==> src/rtl/ram_loader_if.sv <==
// Stream-in and RAM-port signals of the program loader.
// master = loader side, slave = host stream source plus RAM.
interface ram_loader_if #(
  parameter int ADDR_W = 4,
  parameter int DATA_W = 8
);
  logic              s_valid;
  logic [DATA_W-1:0] s_data;
  logic              s_ready;
  logic [ADDR_W-1:0] mem_address;
  logic              ri;
  logic              ro;
  logic [DATA_W-1:0] mem_wdata;
  logic [DATA_W-1:0] mem_rdata;

  modport master (
    input  s_valid, s_data, mem_rdata,
    output s_ready, mem_address, ri, ro, mem_wdata
  );

  modport slave (
    output s_valid, s_data, mem_rdata,
    input  s_ready, mem_address, ri, ro, mem_wdata
  );
endinterface

==> src/rtl/ram_loader.sv <==
// Fills the program RAM from a byte stream, reads it back, and compares
// the two modular byte sums. Holds the CPU off the bus while working.
module ram_loader #(
  parameter int ADDR_W   = 4,
  parameter int DATA_W   = 8,
  parameter int LOAD_LEN = 16
) (
  input  logic         clk,
  input  logic         rst_n,
  input  logic         start,
  ram_loader_if.master bus,
  output logic         cpu_hold,
  output logic         busy,
  output logic         done,
  output logic         error
);

  typedef enum logic [1:0] {
    S_IDLE,
    S_LOAD,
    S_VERIFY,
    S_DONE
  } state_t;

  localparam logic [ADDR_W-1:0] LAST_ADDR = ADDR_W'(LOAD_LEN - 1);

  state_t            state_q, state_d;
  logic [ADDR_W-1:0] addr_q, addr_d;
  logic [DATA_W-1:0] load_sum_q, load_sum_d;
  logic [DATA_W-1:0] read_sum_q, read_sum_d;
  logic              error_q, error_d;

  // NOTE: sequential state uses non-blocking assignments only; the async
  // reset term in the sensitivity list is what makes ri/ro drop without a clock.
  always_ff @(posedge clk or negedge rst_n) begin
    if (!rst_n) begin
      state_q    <= S_IDLE;
      addr_q     <= '0;
      load_sum_q <= '0;
      read_sum_q <= '0;
      error_q    <= 1'b0;
    end else begin
      state_q    <= state_d;
      addr_q     <= addr_d;
      load_sum_q <= load_sum_d;
      read_sum_q <= read_sum_d;
      error_q    <= error_d;
    end
  end

  // NOTE: every output of this block gets a default first, so no branch can
  // leave one unassigned and infer a latch.
  always_comb begin
    state_d         = state_q;
    addr_d          = addr_q;
    load_sum_d      = load_sum_q;
    read_sum_d      = read_sum_q;
    error_d         = error_q;
    bus.s_ready     = 1'b0;
    bus.ri          = 1'b0;
    bus.ro          = 1'b0;
    bus.mem_address = addr_q;
    bus.mem_wdata   = '0;

    case (state_q)
      S_IDLE, S_DONE: begin
        if (start) begin
          state_d    = S_LOAD;
          addr_d     = '0;
          load_sum_d = '0;
          read_sum_d = '0;
          error_d    = 1'b0;
        end
      end

      S_LOAD: begin
        bus.s_ready   = 1'b1;
        bus.ri        = bus.s_valid;
        bus.mem_wdata = bus.s_data;
        if (bus.s_valid) begin
          load_sum_d = load_sum_q + bus.s_data;
          if (addr_q == LAST_ADDR) begin
            addr_d  = '0;
            state_d = S_VERIFY;
          end else begin
            addr_d = addr_q + 1'b1;
          end
        end
      end

      S_VERIFY: begin
        bus.ro     = 1'b1;
        read_sum_d = read_sum_q + bus.mem_rdata;
        if (addr_q == LAST_ADDR) begin
          // Compare against the sum including this final read.
          addr_d  = '0;
          state_d = S_DONE;
          error_d = (read_sum_d != load_sum_q);
        end else begin
          addr_d = addr_q + 1'b1;
        end
      end

      default: state_d = S_IDLE;
    endcase
  end

  assign busy     = (state_q == S_LOAD) || (state_q == S_VERIFY);
  assign cpu_hold = busy;
  assign done     = (state_q == S_DONE);
  assign error    = error_q;

endmodule

==> src/flat_wrapper.sv <==
// flat-port wrapper written by rule: the top's interface ports become plain ports
module ram_loader_flat 
#(
  parameter int ADDR_W   = 4,
  parameter int DATA_W   = 8,
  parameter int LOAD_LEN = 16
)
  (clk, rst_n, start, cpu_hold, busy, done, error, bus_s_valid, bus_s_data, bus_mem_rdata, bus_s_ready, bus_mem_address, bus_ri, bus_ro, bus_mem_wdata);
  ram_loader_if #(.ADDR_W(ADDR_W), .DATA_W(DATA_W)) bus_i ();
  input  logic clk;
  input  logic rst_n;
  input  logic start;
  output logic cpu_hold;
  output logic busy;
  output logic done;
  output logic error;
  input wire logic [$bits(bus_i.s_valid)-1:0] bus_s_valid;
  input wire logic [$bits(bus_i.s_data)-1:0] bus_s_data;
  input wire logic [$bits(bus_i.mem_rdata)-1:0] bus_mem_rdata;
  output wire logic [$bits(bus_i.s_ready)-1:0] bus_s_ready;
  output wire logic [$bits(bus_i.mem_address)-1:0] bus_mem_address;
  output wire logic [$bits(bus_i.ri)-1:0] bus_ri;
  output wire logic [$bits(bus_i.ro)-1:0] bus_ro;
  output wire logic [$bits(bus_i.mem_wdata)-1:0] bus_mem_wdata;
  assign bus_i.s_valid = bus_s_valid;
  assign bus_i.s_data = bus_s_data;
  assign bus_i.mem_rdata = bus_mem_rdata;
  assign bus_s_ready = bus_i.s_ready;
  assign bus_mem_address = bus_i.mem_address;
  assign bus_ri = bus_i.ri;
  assign bus_ro = bus_i.ro;
  assign bus_mem_wdata = bus_i.mem_wdata;
  ram_loader #(.ADDR_W(ADDR_W), .DATA_W(DATA_W), .LOAD_LEN(LOAD_LEN)) u_core (.clk(clk), .rst_n(rst_n), .start(start), .bus(bus_i), .cpu_hold(cpu_hold), .busy(busy), .done(done), .error(error));
endmodule
==> config.mk <==
export PLATFORM = sky130hd
export DESIGN_NAME = ram_loader_flat
export DESIGN_NICKNAME = d
export VERILOG_FILES = /design/src/rtl/ram_loader_if.sv /design/src/rtl/ram_loader.sv /design/src/flat_wrapper.sv
export SDC_FILE = /design/constraint.sdc
export NUM_CORES = 1
export LEC_CHECK = 0
export BUFFER_PORTS_ARGS = -buffer_cell sky130_fd_sc_hd__buf_2
export CORE_MARGIN = 3
export CORE_UTILIZATION = 40
export DETAILED_ROUTE_END_ITERATION = 8
export GPL_ROUTABILITY_DRIVEN = 0
export GPL_TIMING_DRIVEN = 1
export HOLD_SLACK_MARGIN = 0.15
export PLACE_DENSITY = 0.58
export SYNTH_ARGS = -nofsm -noshare
export SYNTH_HDL_FRONTEND = slang
export SYNTH_SLANG_ARGS = --single-unit
==> constraint.sdc <==
create_clock -name clk -period 5.6 [get_ports clk]
set_input_delay 1.12 -clock clk [delete_from_list [all_inputs] [get_ports clk]]
set_output_delay 1.12 -clock clk [all_outputs]
set_load 0.05 [all_outputs]
-- Yosys cells after proc, flatten, opt, wreduce, memory -nomap -nowiden
Cells that the tools add are included.
- add/subtract/negate cells: 3
- eq/ne operators: 9
- muxes and demuxes: 20
- reductions and logical operators: 10
- operators with widths (kind ; count):
    $pmux W8 S2 ; 2
    $mux W8 ; 3
    $add A8 B8 Y8 ; 2
    $mux W4 ; 3
    $pmux W4 S3 ; 1
    $mux W2 ; 4
    $ne A8 B8 Y1 ; 1
    $pmux W2 S3 ; 1
    $reduce_and A3 Y1 ; 2
    $mux W1 ; 5
    $add A4 B1 Y4 const B ; 1
    $eq A2 B2 Y1 const B ; 2
    $eq A4 B4 Y1 const B ; 1
    $ne A2 B1 Y1 const B ; 2
    $ne A2 B2 Y1 const B ; 2
    $reduce_and A2 Y1 ; 2
    $reduce_and A4 Y1 ; 1
    $reduce_bool A2 Y1 ; 2
    $eq A2 B1 Y1 const B ; 1
    $logic_not A2 Y1 ; 1
    $pmux W1 S2 ; 1
    $reduce_or A2 Y1 ; 1
    $logic_or A1 B1 Y1 ; 1
- register bits after elaboration: 23
- input bits: 20
- output and inout bits: 19
- logic and storage cells: 47

-- Depth between registers and ports, before layout
Gate-level depths: netlist of run 1.
- depth after elaboration: 4
- mapped depth: 9
- gate-level depth less buffers: 8

-- Worst setup path after synthesis of run 1
OpenSTA, ideal clock, no wires.
- kind: input to register
- start: input port bus_mem_rdata[0]
- end: register u_core.error_q, in the netlist u_core.error
- arrival: 2.878 ns
- required time: 5.466 ns
- setup slack: 2.588 ns
- cell stages on the path: 8
- cells stage by stage: ha_1 > fa_1 > xor2_1 > a211oi_1 > nand4_1 > or4_1 > o2111ai_1 > nand4_1
- cells in the longest elaborated chain, start to end: 4
- RTL lines (item ; line ; RTL):
    start, declared ; flat_wrapper.sv:19 ; input wire logic [$bits(bus_i.mem_rdata)-1:0] bus_mem_rdata;
    $add A8 B8 Y8 ; ram_loader.sv:93 ; read_sum_d = read_sum_q + bus.mem_rdata;
    $ne A8 B8 Y1 ; ram_loader.sv:98 ; error_d = (read_sum_d != load_sum_q);
    $mux W1 ; ram_loader.sv:94 ; if (addr_q == LAST_ADDR) begin
    $pmux W1 S2 ; ram_loader.sv:65 ; case (state_q)
    end signal, assigned ; ram_loader.sv:47 ; error_q <= error_d;
    end, declared ; ram_loader.sv:31 ; logic error_q, error_d;
Every way passes these cells. The select of a mux whose other input is x is not followed.
A chain may end at the register's enable or synchronous reset.

-- Worst setup path after layout of run 1
Ends and elaborated chain as after synthesis.

==> impl_metrics.json, run 1 <==
{
  "met1_length_um": 2494,
  "drt_iter0_drc": 123,
  "synthCells": 236,
  "overflow": 0,
  "start_util_pct": 43.19,
  "setup_ws_ns": 2.668,
  "cts_resized": 0,
  "synthArstFlopShare_pct": 100.0,
  "clock-sinks": 23,
  "design_area_um2": 2367,
  "layoutNonFillerInstCount": 334,
  "synth_edf_count": 0,
  "ys_ff_latch": 23,
  "dpl.cell_count": 330,
  "coreArea_um2": 4942,
  "vdd_drop_max_mv": 0.3651,
  "root_buffer": "clkbuf_8",
  "clock_skew_ns": 0.006673,
  "period_share_pct": 52.36,
  "p_per_area_nw_per_um2": 597.2,
  "fin_nets": 309,
  "syn_area_um2": 2135,
  "wl_met2_um": 2431,
  "wire_per_inst_um": 15.74,
  "wl_met3_um": 317,
  "maxCapViolCount": 0,
  "dr.pass1.iters": 4,
  "cts_buffers": 3,
  "yosysTopAreaCell": "dfrtp_1",
  "vias": 1934,
  "synthTopCellsByArea": "dfrtp_1 27%, ha_1 11%, o21ai_0 4.2%",
  "ys_seq_area_share_pct": 26.96,
  "grt_pass1_wl_um": 8845,
  "layout_common_cells": "38 x buf_2, 23 x dfrtp_1, 19 x ha_1, 18 x o21ai_0",
  "fin_util_pct": 47.90,
  "fillers": 521,
  "holdWs_ns": 0.5202,
  "wirelength_um": 5258,
  "ys.flop_type": "dfrtp_1",
  "syn-num-nets": 277,
  "grt_setup_unrepaired": "false",
  "ioPinCount": 39,
  "grt_usage_pct": 17.51,
  "drcViolationCount": 0,
  "grt_max_degree": 27,
  "row_count": 25,
  "slew_violations": 0,
  "worst_setup_path_start_kind": "input port",
  "drive_gt1_share_pct": 20.97,
  "clk_latency_ns": 0.28,
  "synth_top_area_share_pct": 26.96,
  "finalPower_mw": 1.414,
  "final_common_cell": "buf_2",
  "leakage_nw": 1.108,
  "viasPerCell": 5.790,
  "hp-class": "reg -> reg",
  "status": "finished, final reports clean",
  "htree_levels": 1,
  "dp.final_hpwl_um": 3932,
  "post_dp_cell_area_um2": 2318,
  "antenna_found_initial": 0,
  "worst-setup-path-type": "in -> reg",
  "dieHeight_um": 79.05,
  "die_area_um2": 6249,
  "place_ws_ns": 2.338,
  "portBuffers": 38,
  "hold_viol": 0,
  "ys_warn_count": 0,
  "ant_nets": 0,
  "clockBufferDepth": 2,
  "cts_tree": "built",
  "slew_headroom_pct": 54.25,
  "max_freq_ghz": 0.3411,
  "tightest_slew_ns": 0.6817,
  "grt_pass1_vias": 1807,
  "area.growth.synth_to_final_pct": 10.90,
  "fin_crit_ns": 2.932,
  "cts_setup_buffers": 0,
  "tns_ns": 0,
  "top_layer": "met4",
  "crit_path_end_kind": "flip-flop",
  "arrival_ns": 3.09,
  "yosysUniqueCellTypes": 55,
  "die_x_um": 79.05,
  "clkTransAtPathRegs_ns": 0.10,
  "n_antenna_cell": 0,
  "ctsHoldBuffers": 0,
  "cp.required_ns": 5.76,
  "critPathMaxFanout": 2,
  "setup_viol": 0,
  "syn_area_per_cell_um2": 9.045
}
==> state kept, by name, summed over array words and instances (netlist names) <==
name                    cells
u_core.load_sum_q           8
u_core.read_sum_q           8
u_core.bus.mem_address      4
u_core.state_q              2
u_core.error                1
==> cell families (layout without fill, tap and decap cells) <==
group,count (synthesis),count (layout),share of synthesized area [%]
muxes,7,7,3.283
adders and majority gates,21,21,13.01
and+or+nand+nor,74,74,19.64
DFF,23,23,26.96
xor gates and xnor gates,19,19,8.148
buffers and inverters,20,51,5.979
AOI/OAI and AO/OA,72,72,22.98
==> cells in the mapped netlist (4+ instances only) <==
cell	number
a21oi_1	13
dfrtp_1	23
nand3_1	8
o21ai_0	18
a32oi_1	4
nand2_1	13
mux2i_1	7
nor2_1	11
xnor2_1	10
and2_1	10
nor3_1	4
a211oi_1	4
or3_2	4
nand4_1	4
xor2_1	8
ha_1	19
a22o_1	8
inv_1	8
==> final cells by class <==
type / count / area (µm²) / area share [%]
clock buffers: 3 / 41.29 / 1.744
clock inverters: 1 / 7.507 / 0.3171
inverters: 8 / 30.03 / 1.268
multi-input cells: 193 / 1431 / 60.47
flip-flops and latches: 23 / 575.6 / 24.31
well taps: 67 / 83.83 / 3.541
repair buffers: 39 / 197.7 / 8.351
==> where the power goes <==
part	switching [mW]	internal (mW)	total, mW
registers	0.0723	0.229	0.301
clock network	0.0654	0.0506	0.116
logic	0.644	0.353	0.997
==> per-layer routing <==
metal  global-route usage, %  vias up
met3                   3.628        2
li1                        -      951
met1                   25.19      917
met4                   2.577        0
met5                       0        -
met2                   27.61       64
==> path summary, 6_finish.rpt <==
check	start	to	slack, ns	cells past startpoint
min in group asynchronous	rst_n	u_core.bus.mem_address[3]	0.82	1
max	bus_mem_rdata[0]	u_core.error	2.67	9
max in group asynchronous	rst_n	u_core.load_sum_q[4]	4.40	1
max reg2reg	u_core.state_q[0]	u_core.load_sum_q[0]	3.11	7
min	u_core.read_sum_q[2]	u_core.read_sum_q[2]	0.52	1
min reg2reg	u_core.read_sum_q[2]	u_core.read_sum_q[2]	0.52	1
==> worst max-delay path, cell delays in order <==
cell	delay, ns
buf_2	0.10
ha_1	0.21
fa_1	0.47
xor2_1	0.18
a211oi_1	0.17
nand4_1	0.10
or4_1	0.42
o2111ai_1	0.21
nand4_1	0.10
No activity file was read; power rests on OpenSTA's default activity.
==> inputs of run 2 (changes only) <==
--- a/config.mk
+++ b/config.mk
@@ -12,7 +12,7 @@
 export GPL_ROUTABILITY_DRIVEN = 0
 export GPL_TIMING_DRIVEN = 1
 export HOLD_SLACK_MARGIN = 0.15
-export PLACE_DENSITY = 0.58
+export PLACE_DENSITY = 0.6
 export SYNTH_ARGS = -nofsm -noshare
 export SYNTH_HDL_FRONTEND = slang
 export SYNTH_SLANG_ARGS = --single-unit
==> constraint.sdc (replaced) <==
create_clock -name clk -period 2.55 [get_ports clk]
set_input_delay 0.51 -clock clk [delete_from_list [all_inputs] [get_ports clk]]
set_output_delay 0.51 -clock clk [all_outputs]
set_load 0.05 [all_outputs]
==> run 2 against run 1 <==
Compared with the run above:
- power is 120% higher
- clock skew is 0.00058 ns lower
- critical path type is now reg -> reg
- wire length is 3.2% lower
- cell area is 2.1% higher
==> impl_metrics.json, run 2 (synthesized netlist as in run 1, its figures left out) <==
{
  "antenna_found_initial": 0,
  "worst-r2r-setup-slack_ns": 0.10,
  "dp.final_hpwl_um": 3952,
  "drt_iter0_drc": 191,
  "wire_per_inst_um": 14.93,
  "holdWs_ns": 0.2150,
  "vias": 1898,
  "cts_setup_buffers": 0,
  "fin_nets": 316,
  "die_x_um": 79.05,
  "seq_area_um2": 575.6,
  "dieHeight_um": 79.05,
  "cp.required_ns": 2.70,
  "critPathMaxFanout": 3,
  "grt_usage_pct": 17.13,
  "start_util_pct": 43.19,
  "worst_setup_path_start_kind": "flip-flop",
  "tightest_slew_ns": 0.6584,
  "place_ws_ns": -0.1104,
  "period_share_pct": 95.96,
  "setup_viol": 0,
  "maxCapViolCount": 0,
  "clockBufferDepth": 2,
  "dr.pass1.iters": 4,
  "cts_buffers": 3,
  "drcViolationCount": 0,
  "arrival_ns": 2.60,
  "max_freq_ghz": 0.4087,
  "viasPerCell": 5.566,
  "root_buffer": "clkbuf_8",
  "clock_skew_ns": 0.006094,
  "ant_nets": 0,
  "drive_gt1_share_pct": 22.99,
  "finalPower_mw": 3.146,
  "grt_pass1_wl_um": 8583,
  "hold_viol": 0,
  "clock-sinks": 23,
  "ctsHoldBuffers": 0,
  "n_antenna_cell": 0,
  "die_area_um2": 6249,
  "vdd_drop_max_mv": 0.6402,
  "setup_ws_ns": 0.1030,
  "ioPinCount": 39,
  "slew_headroom_pct": 55.81,
  "coreArea_um2": 4942,
  "final_common_cell": "buf_2",
  "row_count": 25,
  "clkTransAtPathRegs_ns": 0.09,
  "slew_violations": 0,
  "cts_resized": 0,
  "grt_pass1_vias": 1734,
  "worstReg2RegStart": "u_core.read_sum_q[0]",
  "r2r_cells": 8,
  "crit_path_end_kind": "flip-flop",
  "area.growth.synth_to_final_pct": 13.25,
  "clk_latency_ns": 0.27,
  "multi_input_area_um2": 1431,
  "post_dp_cell_area_um2": 2371,
  "grt_setup_unrepaired": "false",
  "hp-class": "in -> async",
  "portBuffers": 38,
  "design_area_um2": 2417,
  "p_per_area_nw_per_um2": 1301,
  "leakage_nw": 1.145,
  "grt_max_degree": 24,
  "r2r_end": "u_core.error",
  "wirelength_um": 5091,
  "status": "finished, final reports clean",
  "htree_levels": 1,
  "cts_tree": "built",
  "fillers": 528,
  "fin_crit_ns": 2.447,
  "worst-setup-path-type": "reg -> reg",
  "layout_common_cells": "38 x buf_2, 23 x dfrtp_1, 19 x ha_1, 18 x o21ai_0",
  "overflow": 0
}
[run 2: cell count changes in the layout (fill, tap and decap cells not counted), sizes merged]
cell,change
buf,+7
clkinv,+1
clkinvlp,-1
[run 2: layout make-up]
type / count / area share (%)
Clock buffer: 3 / 1.708
Timing Repair Buffer: 46 / 10.35
Multi-Input combinational cell: 193 / 59.21
Tap cell: 67 / 3.468
Inverter: 8 / 1.242
Clock inverter: 1 / 0.2070
Sequential cell: 23 / 23.81
[run 2: how the worst max path moves through the flow]
stage,startpoint,endpoint,slack (ns),depth (start not counted)
finish,u_core.read_sum_q[0],u_core.error,0.10,8
global route,u_core.read_sum_q[0],u_core.error,0.01,8
CTS,u_core.read_sum_q[0],u_core.error,0.13,8
detailed placement,bus_mem_rdata[0],u_core.error,-0.11,9
global placement,bus_mem_rdata[0],u_core.error,-0.04,9
floorplan,u_core.state_q[1],u_core.load_sum_q[7],0.06,9
[run 2: worst max-delay path, cell delays in order (launching register included)]
cell	delay, ns
dfrtp_1	0.41
ha_1	0.22
fa_1	0.47
xor2_1	0.18
a211oi_1	0.20
nand4_1	0.11
or4_1	0.41
o2111ai_1	0.22
nand4_1	0.11
[run 2: power breakdown]
group	leakage [nW]	switching (mW)	total [mW]	internal [mW]
Clock	0.0255	0.121	0.231	0.109
Combinational	0.817	1.43	2.26	0.833
Sequential	0.303	0.153	0.655	0.502
Total	1.15	1.70	3.15	1.44
[run 2: stage by stage]
stage	setup TNS (ns)	cells	util, %
detailed placement	-0.1104	337	47.97
finish	0	341	48.91
floorplan	0	236	-
CTS	0	341	48.91
global placement	-0.03884	337	47.97
global route	0	341	48.91
[run 2: layer usage]
layer	global-route usage (%)	share of wire [%]	vias up
met5	0	0	-
met4	4.124	0.92	0
met3	1.927	5.4	5
met2	26.35	45	51
met1	25.60	49	889
li1	-	-	953
